$ cat src/rtl/nn_ram_arbiter_pkg.sv
// Shared types and default widths for the NN RAM arbiter.
package nn_pkg;

  typedef enum logic [1:0] {
    OWN_NONE = 2'd0,
    OWN_HOST = 2'd1,
    OWN_NN   = 2'd2
  } owner_t;

  localparam int NN_ADDR_W = 10;
  localparam int NN_DATA_W = 8;

endpackage

$ cat src/rtl/nn_ram_arbiter_if.sv
// Requester, lock and RAM-side signals of the NN RAM arbiter.
// The arbiter uses the slave view; the requesters, lock source and RAM use the master view.
interface nn_ram_arbiter_if #(
  parameter int ADDR_W = nn_pkg::NN_ADDR_W,
  parameter int DATA_W = nn_pkg::NN_DATA_W
);
  logic              inference_active;

  logic              host_req;
  logic              host_we;
  logic [ADDR_W-1:0] host_addr;
  logic [DATA_W-1:0] host_wd;
  logic              host_gnt;
  logic              host_rvalid;
  logic [DATA_W-1:0] host_rd;

  logic              nn_req;
  logic              nn_we;
  logic [ADDR_W-1:0] nn_addr;
  logic [DATA_W-1:0] nn_wd;
  logic              nn_gnt;
  logic              nn_rvalid;
  logic [DATA_W-1:0] nn_rd;

  logic              RAM_we;
  logic [ADDR_W-1:0] RAM_address;
  logic [DATA_W-1:0] RAM_wd;
  logic [DATA_W-1:0] RAM_rd;

  logic              busy;

  modport slave (
    input  inference_active,
    input  host_req, host_we, host_addr, host_wd,
    output host_gnt, host_rvalid, host_rd,
    input  nn_req, nn_we, nn_addr, nn_wd,
    output nn_gnt, nn_rvalid, nn_rd,
    output RAM_we, RAM_address, RAM_wd,
    input  RAM_rd,
    output busy
  );

  modport master (
    output inference_active,
    output host_req, host_we, host_addr, host_wd,
    input  host_gnt, host_rvalid, host_rd,
    output nn_req, nn_we, nn_addr, nn_wd,
    input  nn_gnt, nn_rvalid, nn_rd,
    input  RAM_we, RAM_address, RAM_wd,
    output RAM_rd,
    input  busy
  );

endinterface

$ cat src/rtl/nn_ram_arbiter_arb2_rr.sv
// Two-way round-robin picker: the current owner keeps the RAM until its
// burst cap expires while the other side waits; ties go to the side not served last.
module arb2_rr
  import nn_pkg::*;
(
  input  owner_t i_owner,
  input  owner_t i_last,
  input  logic   i_burst_expired,
  input  logic   i_eh,
  input  logic   i_en,
  output owner_t o_sel
);

  // Priority-ordered pick; an expired owner has last==owner, so the tie rule hands over.
  always_comb begin
    o_sel = OWN_NONE;
    if (i_owner == OWN_HOST && i_eh && (!i_burst_expired || !i_en))
      o_sel = OWN_HOST;
    else if (i_owner == OWN_NN && i_en && (!i_burst_expired || !i_eh))
      o_sel = OWN_NN;
    else if (i_eh && !i_en)
      o_sel = OWN_HOST;
    else if (i_en && !i_eh)
      o_sel = OWN_NN;
    else if (i_eh && i_en)
      o_sel = (i_last == OWN_NN) ? OWN_HOST : OWN_NN;
  end

endmodule

$ cat src/rtl/nn_ram_arbiter.sv
// Shares the single-port NN weight/data RAM between the host and the neural
// control unit. Grants are combinational (zero-wait); read data returns one
// cycle after acceptance to the side that issued the read.
//
// owner     | meaning
// ----------+-------------------------------------------------
// OWN_NONE  | no beat accepted last cycle, RAM idle
// OWN_HOST  | host took the last beat, may continue its burst
// OWN_NN    | control unit took the last beat, may continue
module nn_ram_arbiter
  import nn_pkg::*;
#(
  parameter int ADDR_W    = NN_ADDR_W,
  parameter int DATA_W    = NN_DATA_W,
  parameter int MAX_BURST = 16
) (
  input logic              clk,
  input logic              reset,
  nn_ram_arbiter_if.slave  bus
);

  owner_t     r_owner;
  owner_t     r_last;
  logic [7:0] r_burst_cnt;
  logic       r_rsp_pend;
  owner_t     r_rsp_who;

  logic       w_eh;
  logic       w_en;
  logic       w_burst_expired;
  owner_t     w_pick;
  owner_t     w_sel;

  assign w_eh            = bus.host_req & ~bus.inference_active;
  assign w_en            = bus.nn_req;
  assign w_burst_expired = (r_burst_cnt >= 8'(MAX_BURST));

  arb2_rr u_arb2_rr (
    .i_owner         (r_owner),
    .i_last          (r_last),
    .i_burst_expired (w_burst_expired),
    .i_eh            (w_eh),
    .i_en            (w_en),
    .o_sel           (w_pick)
  );

  // Reset blocks every grant so all outputs are zero the moment reset asserts.
  assign w_sel = reset ? w_pick : OWN_NONE;

  // Grants, RAM mux and read-data steering.
  always_comb begin
    bus.host_gnt    = (w_sel == OWN_HOST);
    bus.nn_gnt      = (w_sel == OWN_NN);
    bus.RAM_we      = 1'b0;
    bus.RAM_address = '0;
    bus.RAM_wd      = '0;
    case (w_sel)
      OWN_HOST: begin
        bus.RAM_we      = bus.host_we;
        bus.RAM_address = bus.host_addr;
        bus.RAM_wd      = bus.host_wd;
      end
      OWN_NN: begin
        bus.RAM_we      = bus.nn_we;
        bus.RAM_address = bus.nn_addr;
        bus.RAM_wd      = bus.nn_wd;
      end
      default: ;
    endcase
    bus.host_rvalid = r_rsp_pend && (r_rsp_who == OWN_HOST);
    bus.nn_rvalid   = r_rsp_pend && (r_rsp_who == OWN_NN);
    bus.host_rd     = bus.host_rvalid ? bus.RAM_rd : '0;
    bus.nn_rd       = bus.nn_rvalid   ? bus.RAM_rd : '0;
    bus.busy        = (r_owner != OWN_NONE);
  end

  // Ownership, round-robin history, burst length and read-response tracking.
  always_ff @(posedge clk or negedge reset) begin
    if (!reset) begin
      r_owner     <= OWN_NONE;
      r_last      <= OWN_HOST;
      r_burst_cnt <= 8'd0;
      r_rsp_pend  <= 1'b0;
      r_rsp_who   <= OWN_NONE;
    end else begin
      r_owner <= w_sel;
      if (w_sel != OWN_NONE)
        r_last <= w_sel;
      if (w_sel == OWN_NONE)
        r_burst_cnt <= 8'd0;
      else if (w_sel != r_owner)
        r_burst_cnt <= 8'd1;
      else if (r_burst_cnt != 8'hFF)
        r_burst_cnt <= r_burst_cnt + 8'd1;
      r_rsp_pend <= (w_sel != OWN_NONE) && !bus.RAM_we;
      r_rsp_who  <= w_sel;
    end
  end

endmodule

$ cat src/flat_wrapper.sv
// flat-port wrapper written by rule: the top's interface ports become plain ports
module nn_ram_arbiter_flat import nn_pkg::*;
#(
  parameter int ADDR_W    = NN_ADDR_W,
  parameter int DATA_W    = NN_DATA_W,
  parameter int MAX_BURST = 16
)
  (clk, reset, bus_inference_active, bus_host_req, bus_host_we, bus_host_addr, bus_host_wd, bus_host_gnt, bus_host_rvalid, bus_host_rd, bus_nn_req, bus_nn_we, bus_nn_addr, bus_nn_wd, bus_nn_gnt, bus_nn_rvalid, bus_nn_rd, bus_RAM_we, bus_RAM_address, bus_RAM_wd, bus_RAM_rd, bus_busy);
  nn_ram_arbiter_if #(.ADDR_W(ADDR_W), .DATA_W(DATA_W)) bus_i ();
  input logic clk;
  input logic reset;
  input wire logic [$bits(bus_i.inference_active)-1:0] bus_inference_active;
  input wire logic [$bits(bus_i.host_req)-1:0] bus_host_req;
  input wire logic [$bits(bus_i.host_we)-1:0] bus_host_we;
  input wire logic [$bits(bus_i.host_addr)-1:0] bus_host_addr;
  input wire logic [$bits(bus_i.host_wd)-1:0] bus_host_wd;
  output wire logic [$bits(bus_i.host_gnt)-1:0] bus_host_gnt;
  output wire logic [$bits(bus_i.host_rvalid)-1:0] bus_host_rvalid;
  output wire logic [$bits(bus_i.host_rd)-1:0] bus_host_rd;
  input wire logic [$bits(bus_i.nn_req)-1:0] bus_nn_req;
  input wire logic [$bits(bus_i.nn_we)-1:0] bus_nn_we;
  input wire logic [$bits(bus_i.nn_addr)-1:0] bus_nn_addr;
  input wire logic [$bits(bus_i.nn_wd)-1:0] bus_nn_wd;
  output wire logic [$bits(bus_i.nn_gnt)-1:0] bus_nn_gnt;
  output wire logic [$bits(bus_i.nn_rvalid)-1:0] bus_nn_rvalid;
  output wire logic [$bits(bus_i.nn_rd)-1:0] bus_nn_rd;
  output wire logic [$bits(bus_i.RAM_we)-1:0] bus_RAM_we;
  output wire logic [$bits(bus_i.RAM_address)-1:0] bus_RAM_address;
  output wire logic [$bits(bus_i.RAM_wd)-1:0] bus_RAM_wd;
  input wire logic [$bits(bus_i.RAM_rd)-1:0] bus_RAM_rd;
  output wire logic [$bits(bus_i.busy)-1:0] bus_busy;
  assign bus_i.inference_active = bus_inference_active;
  assign bus_i.host_req = bus_host_req;
  assign bus_i.host_we = bus_host_we;
  assign bus_i.host_addr = bus_host_addr;
  assign bus_i.host_wd = bus_host_wd;
  assign bus_host_gnt = bus_i.host_gnt;
  assign bus_host_rvalid = bus_i.host_rvalid;
  assign bus_host_rd = bus_i.host_rd;
  assign bus_i.nn_req = bus_nn_req;
  assign bus_i.nn_we = bus_nn_we;
  assign bus_i.nn_addr = bus_nn_addr;
  assign bus_i.nn_wd = bus_nn_wd;
  assign bus_nn_gnt = bus_i.nn_gnt;
  assign bus_nn_rvalid = bus_i.nn_rvalid;
  assign bus_nn_rd = bus_i.nn_rd;
  assign bus_RAM_we = bus_i.RAM_we;
  assign bus_RAM_address = bus_i.RAM_address;
  assign bus_RAM_wd = bus_i.RAM_wd;
  assign bus_i.RAM_rd = bus_RAM_rd;
  assign bus_busy = bus_i.busy;
  nn_ram_arbiter #(.ADDR_W(ADDR_W), .DATA_W(DATA_W), .MAX_BURST(MAX_BURST)) u_core (.clk(clk), .reset(reset), .bus(bus_i));
endmodule
$ cat config.mk
export PLATFORM = sky130hd
export DESIGN_NAME = nn_ram_arbiter_flat
export DESIGN_NICKNAME = d
export VERILOG_FILES = /design/src/rtl/nn_ram_arbiter_pkg.sv /design/src/rtl/nn_ram_arbiter_if.sv /design/src/rtl/nn_ram_arbiter_arb2_rr.sv /design/src/rtl/nn_ram_arbiter.sv /design/src/flat_wrapper.sv
export SDC_FILE = /design/constraint.sdc
export NUM_CORES = 1
export LEC_CHECK = 0
export ABC_CLOCK_PERIOD_IN_PS = 9300
export BUFFER_PORTS_ARGS = -buffer_cell sky130_fd_sc_hd__clkbuf_2
export CELL_PAD_IN_SITES_DETAIL_PLACEMENT = 1
export CELL_PAD_IN_SITES_GLOBAL_PLACEMENT = 2
export CORE_AREA = 2 2 79 81
export CTS_BUF_LIST = sky130_fd_sc_hd__clkbuf_8 sky130_fd_sc_hd__clkbuf_16
export DETAILED_ROUTE_END_ITERATION = 12
export DIE_AREA = 0 0 81 83
export PLACE_DENSITY_LB_ADDON = 0.1
export SLEW_MARGIN = 30
export SYNTH_ARGS = -nofsm -noshare
export SYNTH_HDL_FRONTEND = slang
export SYNTH_SLANG_ARGS = --single-unit
$ cat constraint.sdc
create_clock -name clk -period 9.3 [get_ports clk]
set_input_delay 1.86 -clock clk [delete_from_list [all_inputs] [get_ports clk]]
set_output_delay 1.86 -clock clk [all_outputs]
set_load 0.005 [all_outputs]
# --- Word level (Yosys, flattened, before mapping) ---
# Cells that the tools add are included.
word_totals:
  reg_bits: 13
  input_bits: 51
  out_inout_bits: 40
  wordCells: 50
op_classes:
  add_sub_neg: 1
  order_cmp: 1
  n_eq_ne: 7
  mux: 15
  bitwise: 2
  reduce_logical: 20
op_table:
  columns: ["operator", "n"]
  rows:
  - ["$mux 8", 5]
  - ["$pmux 10 s2", 1]
  - ["$pmux 8 s2", 1]
  - ["$mux 2", 7]
  - ["$logic_and 1x1->1", 10]
  - ["$add 8x1->8 const B", 1]
  - ["$ge 8x5->1 const B", 1]
  - ["$ne 8x8->1 const B", 1]
  - ["$eq 2x2->1 const B", 3]
  - ["$eq 2x1->1 const B", 2]
  - ["$logic_not 1->1", 4]
  - ["$reduce_bool 2->1", 2]
  - ["$reduce_bool 3->1", 1]
  - ["$logic_not 2->1", 1]
  - ["$logic_or 1x1->1", 2]
  - ["$ne 2x2->1", 1]
  - ["$pmux 1 s2", 1]
  - ["$and 1x1->1", 1]
  - ["$not 1->1", 1]

# --- Depth between registers and ports, before layout ---
depth:
  word_depth: 13
  ltp_mapped: 10
  mapped_depth_nobuf: 8

# --- Modules after synthesis ---
# A second synthesis with hierarchy kept.
unflattened:
  hier_cells: 145
  hier_area_um2: 1211.2
modules_own_cells:
  columns: ["module", "instances", "cells_per_inst", "area_per_inst_um2", "seq_area_each_um2"]
  rows:
  - ["nn_ram_arbiter", 1, 137, 1152.4, 326.6]
  - ["arb2_rr", 1, 8, 58.8, 0.0]

# --- Worst setup path after synthesis ---
# OpenSTA, ideal clock, no wires.
synth_path:
  path_kind: "input-to-output"
  start: "in bus_nn_req"
  end: "out bus_RAM_address[1]"
  arrival_time_ns: 3.650
  required_ns: 7.440
  slack_ns: 3.790
  cell_stages: 7
  n_path_buf: 2
  path_cell_list: "inv_1 > o311ai_0 > ha_1 > clkbuf_1 > clkbuf_1 > a22oi_1 > nor2b_1"
synth_via:
  elab_chain_cells: 9
  word_cells_on_any_way: 17
  cone_classes: "2 x eq/ne; 7 x mux; 8 x reduce/logical"
synth_rtl:
  columns: ["element", "line_no", "source"]
  rows:
  - ["start: declaration", "flat_wrapper.sv:20", "input wire logic [$bits(bus_i.nn_req)-1:0] bus_nn_req;"]
  - ["$logic_and 1x1->1", "nn_ram_arbiter_arb2_rr.sv:25", "else if (i_eh && i_en)"]
  - ["$mux 2", "nn_ram_arbiter_arb2_rr.sv:25", null]
  - ["$mux 2", "nn_ram_arbiter_arb2_rr.sv:23", "else if (i_en && !i_eh)"]
  - ["$mux 2", "nn_ram_arbiter_arb2_rr.sv:21", "else if (i_eh && !i_en)"]
  - ["$mux 2", "nn_ram_arbiter_arb2_rr.sv:19", "else if (i_owner == OWN_NN && i_en && (!i_burst_expired || !i_eh))"]
  - ["$mux 2 (*)", "nn_ram_arbiter_arb2_rr.sv:17", "if (i_owner == OWN_HOST && i_eh && (!i_burst_expired || !i_en))"]
  - ["$mux 2 (*)", "nn_ram_arbiter.sv:48", "assign w_sel = reset ? w_pick : OWN_NONE;"]
  - ["$eq 2x2->1 (*)", null, null]
  - ["net bus_nn_gnt", "flat_wrapper.sv:24", "output wire logic [$bits(bus_i.nn_gnt)-1:0] bus_nn_gnt;"]
  - ["$pmux 10 s2 (*)", "nn_ram_arbiter.sv:57", "case (w_sel)"]
  - ["end: declaration", "flat_wrapper.sv:28", "output wire logic [$bits(bus_i.RAM_address)-1:0] bus_RAM_address;"]
# The timed path passes the listed nets; every way through them passes the cells marked *.

# --- Final worst setup path ---
layout_path:
  start: "in bus_nn_req"
  end: "out bus_RAM_we"
layout_via:
  elab_chain_cells: 9
  word_cells_on_any_way: 17
  cone_classes: "2 x eq/ne; 7 x mux; 8 x reduce/logical"
layout_rtl:
  columns: ["element", "line_no", "source"]
  rows:
  - ["$logic_and 1x1->1", "nn_ram_arbiter_arb2_rr.sv:25", null]
  - ["$mux 2", "nn_ram_arbiter_arb2_rr.sv:25", null]
  - ["$mux 2", "nn_ram_arbiter_arb2_rr.sv:23", null]
  - ["$mux 2", "nn_ram_arbiter_arb2_rr.sv:21", null]
  - ["$mux 2", "nn_ram_arbiter_arb2_rr.sv:19", null]
  - ["$mux 2 (*)", "nn_ram_arbiter_arb2_rr.sv:17", null]
  - ["$mux 2 (*)", "nn_ram_arbiter.sv:48", null]
  - ["$eq 2x2->1 or $eq 2x1->1 (tied branches)", "nn_ram_arbiter.sv:57", null]
  - ["$pmux 1 s2 (*)", "nn_ram_arbiter.sv:57", null]
  - ["end: declaration", "flat_wrapper.sv:27", "output wire logic [$bits(bus_i.RAM_we)-1:0] bus_RAM_we;"]
# Mark *: on every way between the ends. The rest lies on a longest branch, timed or not.

==> impl_metrics.yaml <==
cells_and_area:
  area_growth_pct: 43.3
  antenna_cells: 0
  instances_no_fill: 314
  drive_gt1_share_pct: 41.8
  num-fill-cells: 762
  nets: 297
global_route:
  grt_max_degree: 21
  antenna_found_initial: 0
  grt_pass1_vias: 1484
  track_usage_pct: 13.6
  grt-ovfl-total: 0
  grt_pass1_wl_um: 7450
synthesis:
  seq_area_frac_synth_pct: 26.0
  yosysWarnings: 0
  synth_compound_area_share_pct: 23.2
  synth_xor_area_share_pct: 2.09
  synthesis.instances: 154
  synthMuxAreaShare_pct: 1.59
  synth.net_count: 211
  synthAdderAreaFrac_pct: 5.98
  synthFlopType: "dfrtp_1"
  yosys.area_share.simple_pct: 34.6
  syn_area_per_cell_um2: 8.16
  synth_edf_count: 0
  synth_top_family_by_area: "simple AND/OR/NAND/NOR gates"
  synth-async-reset-ratio_pct: 100
  synth_seq_cells: 13
  syn_area_um2: 1260
  ys_types: 43
power:
  p_int_mw: 0.111
  leakage_nw: 0.895
  switchingPower_mw: 0.0453
  ir_drop_mv: 0.0393
  comb_power_share_pct: 28.7
  swShare_pct: 29.0
  p_clk_share_pct: 31.7
  p_seq_share_pct: 39.6
  power_density_nw_per_um2: 86.6
clock_network:
  cts_setup_buffers: 0
  clock_latency_ns: 0.24
  cts_buffers: 3
  clkSlewWorstSetupHoldPaths_ns: 0.05
  cts_buffer_depth: 2
  cts_sinks: 13
  cts_hold_buf: 0
  clock-root-buffer: "clkbuf_8"
  cts-resized-gates: 0
  htree_levels: 1
  cts_tree: "done"
place:
  dp.cells: 310
  io_buffers: 90
  routabilityCongestion: 0.732
  dp_hpwl_um: 3480
detailed_routing:
  wl_um: 4380
  vias: 1454
  route.detailed.drc: 0
  vias_per_cell: 4.63
  wl_per_cell_um: 13.9
  ant_nets: 0
  drt_iter0_drc: 66
  firstDrtPassIters: 4
floorplan:
  pin_count: 91
  die_area_um2: 6720
  rows: 28
  dieHeight_um: 83
  initial_core_util_pct: 21.6
  core_area_um2: 5820
  fp.dieW_um: 81
critical_path:
  endpoint_kind: "output port"
  crit_path_cell_trace: "clkbuf_2 > inv_1 > o311ai_1 > ha_1 > a22oi_1 > nor2b_1 > clkbuf_2"
  worstPathRequired_ns: 7.44
  cp_common_cell: "clkbuf_2"
  critical_path_arrival_ns: 3.95
  cp_top_family: "compound AO/OA/AOI/OAI gates"
  max_stage_delay_ns: 0.73
  worst-path-max-fanout: 19
  crit_path_start_kind: "primary input"
  critPathSlowestCell: "ha_1"
  crit_buf_inv: 3
  crit_type: "in -> out"
sta:
  fin_crit_ns: 5.81
  fmax_mhz: 172
  tns_ns: 0
  hold_viol: 0
  slew_violations: 0
  setup-violations-final: 0
  skew_ns: 0.00338
  rsz0062_at_grt: "no"
  period_share_pct: 62.4
  tightestPinTransition_ns: 0.831
  relSlewSlack_pct: 44.4
outcome:
  status: "completed"
run:
  max_cap_viol_count: 0
hold_path:
  hp-class: "reg -> reg"
## flip-flops by register name, summed over array words and instances, names as in the netlist
name / cells
u_core.r_burst_cnt: 8
u_core.r_rsp_pend: 1
u_core.r_owner: 2
u_core.r_last: 2
## placed cells by master (no fill, tap or decap), types with 2 or more instances in the layout
cell type	n
and2_1	18
a21oi_1	2
inv_1	11
mux2i_1	2
clkbuf_2	90
nand2b_1	2
nor3_1	3
xnor2_1	2
nor2b_1	20
ha_1	6
dfrtp_1	12
nand3_1	4
nand2_1	5
o21ai_0	5
nor4_1	6
clkbuf_8	3
a22oi_1	19
nor2_1	6
## through the flow
step / util [%] / power (mW) / setup slack [ns] / cell area [µm²] / hold slack, ns
finish: 31.0 / 0.156 / 3.49 / 1800 / 0.513
global route: 31.0 / 0.166 / 3.24 / 1800 / 0.533
CTS: 31.0 / 0.159 / 3.18 / 1800 / 0.511
detailed placement: 30.2 / 0.108 / 3.19 / 1760 / 0.501
global placement: 30.2 / 0.109 / 3.31 / 1760 / 0.500
floorplan: - / 0.0858 / 3.79 / 1260 / 0.467
## power by group through the flow
stage               clock [mW]  combinational (mW)  sequential [mW]
finish                  0.0494              0.0448           0.0617
global route            0.0536              0.0506           0.0620
CTS                     0.0515              0.0459           0.0617
detailed placement           0              0.0455           0.0627
global placement             0              0.0457           0.0629
floorplan                    0              0.0243           0.0614
## path summary, 6_finish.rpt
check,slack [ns],depth (start not counted),to,startpoint
worst max-delay path,3.49,7,bus_RAM_we,bus_nn_req
worst min-delay path,0.51,2,u_core.r_last[0]$_DFFE_PN1P_,u_core.r_last[0]$_DFFE_PN1P_
worst max register to register,6.26,7,u_core.r_rsp_pend$_DFF_PN0_,u_core.r_burst_cnt[4]$_DFFE_PN0P_
worst min register to register,0.51,2,u_core.r_last[0]$_DFFE_PN1P_,u_core.r_last[0]$_DFFE_PN1P_
max in group asynchronous,7.43,1,u_core.r_last[0]$_DFFE_PN1P_,reset
min in group asynchronous,1.54,1,u_core.r_burst_cnt[0]$_DFFE_PN0P_,reset
## layout make-up
class	count	area, µm²	area share (%)
flip-flops and latches	13	327	18.1
well taps	75	93.8	5.21
repair buffers	90	450	25.0
multi-input cells	122	847	47.0
clock inverters	1	3.75	0.208
inverters	10	37.5	2.08
clock buffers	3	41.3	2.29
## cell usage after synthesis (all sizes together), types with 3 or more instances
| library cell | count | area [µm²] |
|---|---|---|
| nor3 | 3 | 15.0 |
| o21ai | 5 | 25.0 |
| dfrtp | 12 | 300 |
| nand2 | 5 | 18.8 |
| and2 | 18 | 113 |
| nor2 | 6 | 22.5 |
| ha | 6 | 75.1 |
| nor2b | 20 | 125 |
| nor4 | 6 | 37.5 |
| buf | 3 | 22.5 |
| inv | 10 | 37.5 |
| nand3 | 4 | 20.0 |
| clkbuf | 6 | 22.5 |
| a22oi | 19 | 143 |
## kinds of logic after synthesis
group                    count (synthesis)
AND/OR/NAND/NOR                         73
adder cells (fa/ha/maj)                  6
AO/OA/AOI/OAI                           38
multiplexers                             2
XOR/XNOR                                 3
buffers and inverters                   19
flip-flops                              13
## worst register-to-register path, cell delays in order (launching register included)
cell and delay, ns:
dfrtp_1 0.47, nor4_1 0.50, a21oi_1 0.13, o311ai_1 0.62, ha_1 0.73, a22oi_1 0.19, nor2b_1 0.19, nor2_1 0.06
## routing by layer
metal / global-route usage, % / routed length (µm)
met2: 22.4 / 2100
met4: 4.16 / 34
met1: 18.0 / 2010
met3: 2.07 / 230
met5: 0 / 0
Power figures use the tool's default switching activity.
